[src/rtl/mips_multicycle_ctrl.sv]
// Main control FSM sequencing the shared multicycle MIPS datapath.
// Optional build macro MEM_WAIT_EN: memory states hold until i_mem_ready.
module mips_multicycle_ctrl #(
    parameter int CNT_W = 32
) (
    input  logic             i_clk,
    input  logic             i_rst_n,
    input  logic [5:0]       i_opcode,
    input  logic [5:0]       i_funct,
    input  logic             i_zero,
    input  logic             i_mem_ready,
    output logic             o_iord,
    output logic             o_mem_write,
    output logic             o_ir_write,
    output logic             o_reg_dst,
    output logic             o_mem_to_reg,
    output logic             o_reg_write,
    output logic             o_alu_src_a,
    output logic [1:0]       o_alu_src_b,
    output logic [2:0]       o_alu_ctrl,
    output logic [1:0]       o_pc_src,
    output logic             o_pc_en,
    output logic             o_illegal_op,
    output logic [CNT_W-1:0] o_instr_cnt
);

    localparam logic [5:0] OP_LW   = 6'b100011;
    localparam logic [5:0] OP_SW   = 6'b101011;
    localparam logic [5:0] OP_R    = 6'b000000;
    localparam logic [5:0] OP_BEQ  = 6'b000100;
    localparam logic [5:0] OP_ADDI = 6'b001000;
    localparam logic [5:0] OP_J    = 6'b000010;

    localparam logic [5:0] FN_ADD  = 6'b100000;
    localparam logic [5:0] FN_SUB  = 6'b100010;
    localparam logic [5:0] FN_AND  = 6'b100100;
    localparam logic [5:0] FN_OR   = 6'b100101;
    localparam logic [5:0] FN_SLT  = 6'b101010;

    localparam logic [2:0] ALU_ADD = 3'b010;
    localparam logic [2:0] ALU_SUB = 3'b110;
    localparam logic [2:0] ALU_AND = 3'b000;
    localparam logic [2:0] ALU_OR  = 3'b001;
    localparam logic [2:0] ALU_SLT = 3'b111;

    typedef enum logic [3:0] {
        S_FETCH,
        S_DECODE,
        S_MEMADR,
        S_MEMRD,
        S_MEMWB,
        S_MEMWR,
        S_EXEC,
        S_ALUWB,
        S_BRANCH,
        S_ADDIEX,
        S_ADDIWB,
        S_JUMP
    } state_t;

    state_t           r_state;
    state_t           w_next;
    logic [CNT_W-1:0] r_cnt;

    logic       w_pc_write;
    logic       w_branch;
    logic       w_retire;
    logic       w_mem_ok;
    logic       w_is_lw;
    logic       w_is_sw;
    logic       w_is_r;
    logic       w_is_beq;
    logic       w_is_addi;
    logic       w_is_j;
    logic       w_funct_ok;
    logic [2:0] w_funct_alu;

`ifdef MEM_WAIT_EN
    assign w_mem_ok = i_mem_ready;
`else
    logic w_unused_mem_ready;
    assign w_unused_mem_ready = i_mem_ready;
    assign w_mem_ok = 1'b1;
`endif

    assign w_is_lw   = (i_opcode == OP_LW);
    assign w_is_sw   = (i_opcode == OP_SW);
    assign w_is_r    = (i_opcode == OP_R);
    assign w_is_beq  = (i_opcode == OP_BEQ);
    assign w_is_addi = (i_opcode == OP_ADDI);
    assign w_is_j    = (i_opcode == OP_J);

    always_comb begin
        w_funct_ok  = 1'b1;
        w_funct_alu = ALU_AND;
        unique case (i_funct)
            FN_ADD: w_funct_alu = ALU_ADD;
            FN_SUB: w_funct_alu = ALU_SUB;
            FN_AND: w_funct_alu = ALU_AND;
            FN_OR:  w_funct_alu = ALU_OR;
            FN_SLT: w_funct_alu = ALU_SLT;
            default: w_funct_ok = 1'b0;
        endcase
    end

    always_ff @(posedge i_clk or negedge i_rst_n) begin
        if (!i_rst_n) begin
            r_state <= S_FETCH;
            r_cnt   <= '0;
        end else begin
            r_state <= w_next;
            if (w_retire) begin
                r_cnt <= r_cnt + CNT_W'(1);
            end
        end
    end

    always_comb begin
        w_next       = r_state;
        w_pc_write   = 1'b0;
        w_branch     = 1'b0;
        w_retire     = 1'b0;
        o_iord       = 1'b0;
        o_mem_write  = 1'b0;
        o_ir_write   = 1'b0;
        o_reg_dst    = 1'b0;
        o_mem_to_reg = 1'b0;
        o_reg_write  = 1'b0;
        o_alu_src_a  = 1'b0;
        o_alu_src_b  = 2'b00;
        o_alu_ctrl   = ALU_AND;
        o_pc_src     = 2'b00;
        o_illegal_op = 1'b0;
        unique case (r_state)
            S_FETCH: begin
                o_alu_src_b = 2'b01;
                o_alu_ctrl  = ALU_ADD;
                o_ir_write  = w_mem_ok;
                w_pc_write  = w_mem_ok;
                if (w_mem_ok) begin
                    w_next = S_DECODE;
                end
            end
            S_DECODE: begin
                // Branch target is precomputed here into ALUOut.
                o_alu_src_b = 2'b11;
                o_alu_ctrl  = ALU_ADD;
                unique case (1'b1)
                    w_is_lw,
                    w_is_sw:   w_next = S_MEMADR;
                    w_is_r:    w_next = S_EXEC;
                    w_is_beq:  w_next = S_BRANCH;
                    w_is_addi: w_next = S_ADDIEX;
                    w_is_j:    w_next = S_JUMP;
                    default: begin
                        o_illegal_op = 1'b1;
                        w_next       = S_FETCH;
                    end
                endcase
            end
            S_MEMADR: begin
                o_alu_src_a = 1'b1;
                o_alu_src_b = 2'b10;
                o_alu_ctrl  = ALU_ADD;
                w_next      = w_is_lw ? S_MEMRD : S_MEMWR;
            end
            S_MEMRD: begin
                o_iord = 1'b1;
                if (w_mem_ok) begin
                    w_next = S_MEMWB;
                end
            end
            S_MEMWB: begin
                o_mem_to_reg = 1'b1;
                o_reg_write  = 1'b1;
                w_retire     = 1'b1;
                w_next       = S_FETCH;
            end
            S_MEMWR: begin
                o_iord      = 1'b1;
                o_mem_write = w_mem_ok;
                if (w_mem_ok) begin
                    w_retire = 1'b1;
                    w_next   = S_FETCH;
                end
            end
            S_EXEC: begin
                o_alu_src_a = 1'b1;
                o_alu_ctrl  = w_funct_alu;
                if (w_funct_ok) begin
                    w_next = S_ALUWB;
                end else begin
                    o_illegal_op = 1'b1;
                    w_next       = S_FETCH;
                end
            end
            S_ALUWB: begin
                o_reg_dst   = 1'b1;
                o_reg_write = 1'b1;
                w_retire    = 1'b1;
                w_next      = S_FETCH;
            end
            S_BRANCH: begin
                o_alu_src_a = 1'b1;
                o_alu_ctrl  = ALU_SUB;
                o_pc_src    = 2'b01;
                w_branch    = 1'b1;
                w_retire    = 1'b1;
                w_next      = S_FETCH;
            end
            S_ADDIEX: begin
                o_alu_src_a = 1'b1;
                o_alu_src_b = 2'b10;
                o_alu_ctrl  = ALU_ADD;
                w_next      = S_ADDIWB;
            end
            S_ADDIWB: begin
                o_reg_write = 1'b1;
                w_retire    = 1'b1;
                w_next      = S_FETCH;
            end
            S_JUMP: begin
                o_pc_src   = 2'b10;
                w_pc_write = 1'b1;
                w_retire   = 1'b1;
                w_next     = S_FETCH;
            end
            default: w_next = S_FETCH;
        endcase
    end

    assign o_pc_en     = w_pc_write | (w_branch & i_zero);
    assign o_instr_cnt = r_cnt;

endmodule
[config.mk]
export PLATFORM = sky130hd
export DESIGN_NAME = mips_multicycle_ctrl
export DESIGN_NICKNAME = d
export VERILOG_FILES = /design/src/rtl/mips_multicycle_ctrl.sv
export SDC_FILE = /design/constraint.sdc
export NUM_CORES = 1
export LEC_CHECK = 0
export CAP_MARGIN = 20
export CORE_ASPECT_RATIO = 0.5
export CORE_MARGIN = 10
export CORE_UTILIZATION = 40
export CTS_BUF_LIST = sky130_fd_sc_hd__clkbuf_4 sky130_fd_sc_hd__clkbuf_8
export CTS_CLUSTER_DIAMETER = 200
export DETAILED_ROUTE_END_ITERATION = 8
export HOLD_SLACK_MARGIN = 0.08
export MAX_ROUTING_LAYER = met4
export PLACE_DENSITY = 0.71
export SLEW_MARGIN = 25
export SYNTH_ARGS = -nofsm -noshare
export SYNTH_HDL_FRONTEND = slang
export SYNTH_SLANG_ARGS = --single-unit
[constraint.sdc]
create_clock -name i_clk -period 3.5 [get_ports i_clk]
set_clock_uncertainty 0.2 [all_clocks]
set_input_delay 0.7 -clock i_clk [delete_from_list [all_inputs] [get_ports i_clk]]
set_output_delay 0.7 -clock i_clk [all_outputs]
set_load 0.01 [all_outputs]
* Word level (Yosys, flattened, before mapping)
Cells that the tools add are included.
** Word-level totals
- Bits of input ports :: 16
- Word-level logic and storage cells :: 60
- Flip-flop bits (word level) :: 36
- Output and inout port bits :: 48
** Cells by class
- Bitwise logic cells :: 2
- Muxes and demuxes :: 22
- Add/subtract/negate cells :: 1
- Equality and inequality tests :: 21
- Reduce and logical (&&, ||, !) cells :: 12
** Operators by type and width (number)
- $eq 6x6->1 const B :: 7
- $add 32x1->32 const B :: 1
- $pmux 4 s6 :: 1
- $pmux 4 s5 :: 1
- $eq 4x3->1 const B :: 4
- $eq 4x4->1 const B :: 4
- $mux 1 :: 13
- $pmux 3 s4 :: 1
- $reduce_or 6->1 :: 2
- $pmux 3 s3 :: 1
- $eq 4x2->1 const B :: 2
- $reduce_or 2->1 :: 4
- $reduce_or 4->1 :: 2
- $eq 6x2->1 const B :: 1
- $eq 6x3->1 const B :: 1
- $eq 6x4->1 const B :: 1
- $logic_not 6->1 :: 1
- $mux 3 :: 2
- $pmux 2 s3 :: 1
- $reduce_or 5->1 :: 1
- $eq 4x1->1 const B :: 1
- $logic_not 4->1 :: 1
- $pmux 2 s2 :: 1
- $reduce_or 3->1 :: 1
- other kinds (3) :: 3

* Logic depth before layout (Yosys ltp)
- Word-level depth :: 5
- Gate-level depth with buffers :: 7
- Mapped depth without buffers :: 5

* Worst setup path after synthesis
No wires, ideal clock.
- Path type :: input -> output
- Start :: input i_funct[2]
- End :: output o_illegal_op
- Required time :: 2600 ps
- Stages :: 3
- Arrival :: 1489 ps
- Buffers on the path :: 0
- Slack :: 1111 ps
- Cell sequence :: mux2_2 nor4b_2 o31ai_1
** On the way
- Word-level cells in the longest chain between the ends :: 5
- Elaborated cells between the ends (all ways) :: 9
** Ends and longest elaborated chain
- start: declaration :: line 9 : input logic [5:0] i_funct,
- $eq 6x6->1 :: line 96 : unique case (i_funct)
- $reduce_or 5->1 (no source line) (*)
- $mux 1 (*) :: line 96
- $mux 1 (*) :: line 190 : if (w_funct_ok) begin
- $pmux 1 s2 (*) :: line 134 : unique case (r_state)
- end: declaration :: line 23 : output logic o_illegal_op,
Every way passes the cells marked *; elsewhere a longest branch is shown, timed or not.

* Final worst setup path
Ends and elaborated chain as after synthesis.

==> flow_metrics.env <==
export IMPL_cts_buffer_depth=2
export IMPL_setup_tns_ns=0
export IMPL_cts_root_buf="clkbuf_8"
export IMPL_cts_resized=0
export IMPL_period_share_pct=96.3
export IMPL_rsz0062_at_grt="no"
export IMPL_synth_avg_cell_area_um2=9.75
export IMPL_synth_seq_area_share_pct=44.2
export IMPL_finalWorstPathRequiredPeriod_ns=3.37
export IMPL_yosysTopAreaCellShare_pct=44.2
export IMPL_cp_arrival_ns=2.47
export IMPL_cap_violations=0
export IMPL_grt_max_degree=37
export IMPL_hp_start="o_instr_cnt[31]"
export IMPL_clk_pin_slew_worst_paths_ns=0.07
export IMPL_h_tree_depth=2
export IMPL_setup_viol=0
export IMPL_wl_um=5110
export IMPL_startpoint="i_funct[2]"
export IMPL_yosys_top_cells_area="dfrtp_1 44%, xor2_1 8.6%, xnor2_1 6.0%"
export IMPL_final_core_util_pct=57.6
export IMPL_ant_nets=0
export IMPL_portBuffers=62
export IMPL_critPathMaxFanout=4
export IMPL_die_y_um=70.5
export IMPL_grt_antenna_before_repair=0
export IMPL_dieWidth_um=121
export IMPL_postCtsSetupBuffers=0
export IMPL_ys_warn_count=0
export IMPL_num_vias=1732
export IMPL_drcViolationCount=0
export IMPL_setup_worst_path_end_class="output pin"
export IMPL_syn_area_mm2=0.00204
export IMPL_dpl_hpwl_um=3930
export IMPL_grt_pass1_wl_um=8160
export IMPL_start_util_pct=41.3
export IMPL_core_region_area_mm2=0.00493
export IMPL_drt_iter0_drc=63
export IMPL_synth_fp_nets=226
export IMPL_fmax_mhz=297
export IMPL_power_total_w=0.00127
export IMPL_status="complete, no violations"
export IMPL_ys_seq_elements=36
export IMPL_placementRows=18
export IMPL_gp_congestion=0.823
export IMPL_cts_tree="done"
export IMPL_grtUsageTotal_pct=11.9
export IMPL_ys_types=44
export IMPL_die_area_mm2=0.00852
export IMPL_cts_sinks=36
export IMPL_final_cell_mix="62 x clkdlybuf4s50_1, 36 x dfrtp_1, 24 x nor2_1"
export IMPL_hold_buffers=0
export IMPL_worstSetupPathType="in -> out"
export IMPL_drive_gt1_share_pct=9.39
export IMPL_p_leak_nw=1.19
export IMPL_synth_area_leader_cell="dfrtp_1"
export IMPL_drtPass1Iterations=4
export IMPL_cp_start_kind="input pin"
export IMPL_insertion_delay_ns=0.28
export IMPL_critPathRequiredTime_ns=2.60
export IMPL_hold_viol_final=0
export IMPL_via_per_inst=4.99
export IMPL_grt_ovfl_total=0
export IMPL_fin_nets=293
export IMPL_ir_worst_vdd_mv=0.276
export IMPL_slew_limit_headroom_pct=69.1
export IMPL_power_density_mw_per_mm2=447
export IMPL_pin_count=64
export IMPL_postSynthCellCount=209
export IMPL_syn_to_final_growth_pct=39.5
export IMPL_worstMarginPinSlew_ns=0.464
export IMPL_slew_violations=0
export IMPL_timing_rr_start="r_state[2]"
export IMPL_wl_per_cell_um=14.7
export IMPL_final_common_cell="clkdlybuf4s50_1"
export IMPL_cts_buffers_inserted=5
export IMPL_hp_class="reg -> reg"
export IMPL_grt_pass1_vias=1591
export IMPL_num_antenna_cells=0
[layer usage]
metal,vias up,global-route usage [%],wire length [um]
met5,-,-,0
met4,0,3.99,60
met3,5,2.73,169
met2,26,19.6,2530
met1,824,14.2,2350
li1,877,-,-
[final timing paths]
kind / end / cells past startpoint / slack (ns)
worst max register to register: o_instr_cnt[21] / 6 / 1.07
worst max-delay path: o_illegal_op / 5 / 0.13
worst min register to register: o_instr_cnt[31] / 1 / 0.27
max in group asynchronous: o_instr_cnt[18] / 2 / 2.14
worst min-delay path: o_instr_cnt[31] / 1 / 0.27
min in group asynchronous: r_state[2] / 2 / 0.63
[through the flow]
step / setup WS (ns) / hold WS [ns] / instances / area, um2
after global placement: 0.146 / 0.254 / 339 / 2740
after global routing: 0.0416 / 0.289 / 347 / 2840
after floorplan: 1.11 / 0.204 / 209 / 2040
final: 0.131 / 0.273 / 347 / 2840
after detailed placement: 0.107 / 0.267 / 339 / 2740
after CTS: 0.106 / 0.277 / 347 / 2840
[report_power, final]
part	total, W	switching (W)	internal (W)
clock	0.000313	0.000146	0.000168
sequential	0.000497	0.0000460	0.000451
combinational	0.000461	0.000223	0.000238
total	0.00127	0.000414	0.000857
[layout make-up]
class	instances	area (um2)
fill	431	2090
timing repair buffer	67	658
tap	70	87.6
clock buffer	7	90.1
multi-input combinational	164	1090
sequential	36	901
clock inverter	1	7.51
inverter	2	7.51
[state kept, by name (all words and copies together), names as in the netlist]
signal,flops
r_state,4
o_instr_cnt,32
[Yosys cell counts]
cell	instances
nand4_2	1
nand2_1	14
nor4b_2	1
o41ai_1	1
nand3b_1	2
a211oi_1	1
xor2_1	20
a21oi_1	3
nor4bb_1	1
o21a_1	1
o21bai_1	1
o22ai_4	1
dfrtp_1	36
nor2_1	24
nand2_2	1
nor2b_1	3
o31ai_1	1
clkbuf_1	4
nor4_2	2
nand2b_1	6
and2_1	1
and4_1	3
nor2_2	1
o22ai_1	2
nand4_4	1
and3_1	5
a21o_1	2
nand3_1	12
o21ai_0	4
o211ai_1	3
a22oi_1	1
buf_6	1
inv_1	2
buf_4	1
nor3_1	10
nor3_2	1
a31oi_1	1
buf_2	1
ha_1	1
mux2_2	3
nand4_1	11
nor4_1	3
xnor2_1	14
or2_2	1
[worst max-delay path, cell delays in order]
cell	delay [ns]
clkdlybuf4s50_1	0.52
mux2_2	0.35
nor4b_2	0.28
o31ai_1	0.11
clkdlybuf4s50_1	0.50
[cell families after synthesis]
logic type	share of synthesized area (%)
compound gates	7.74
xor+xnor	14.6
fa+ha+maj	0.614
buf+inv	2.27
flops	44.2
mux	1.66
simple gates	28.9
(Power assumes the default switching activity.)
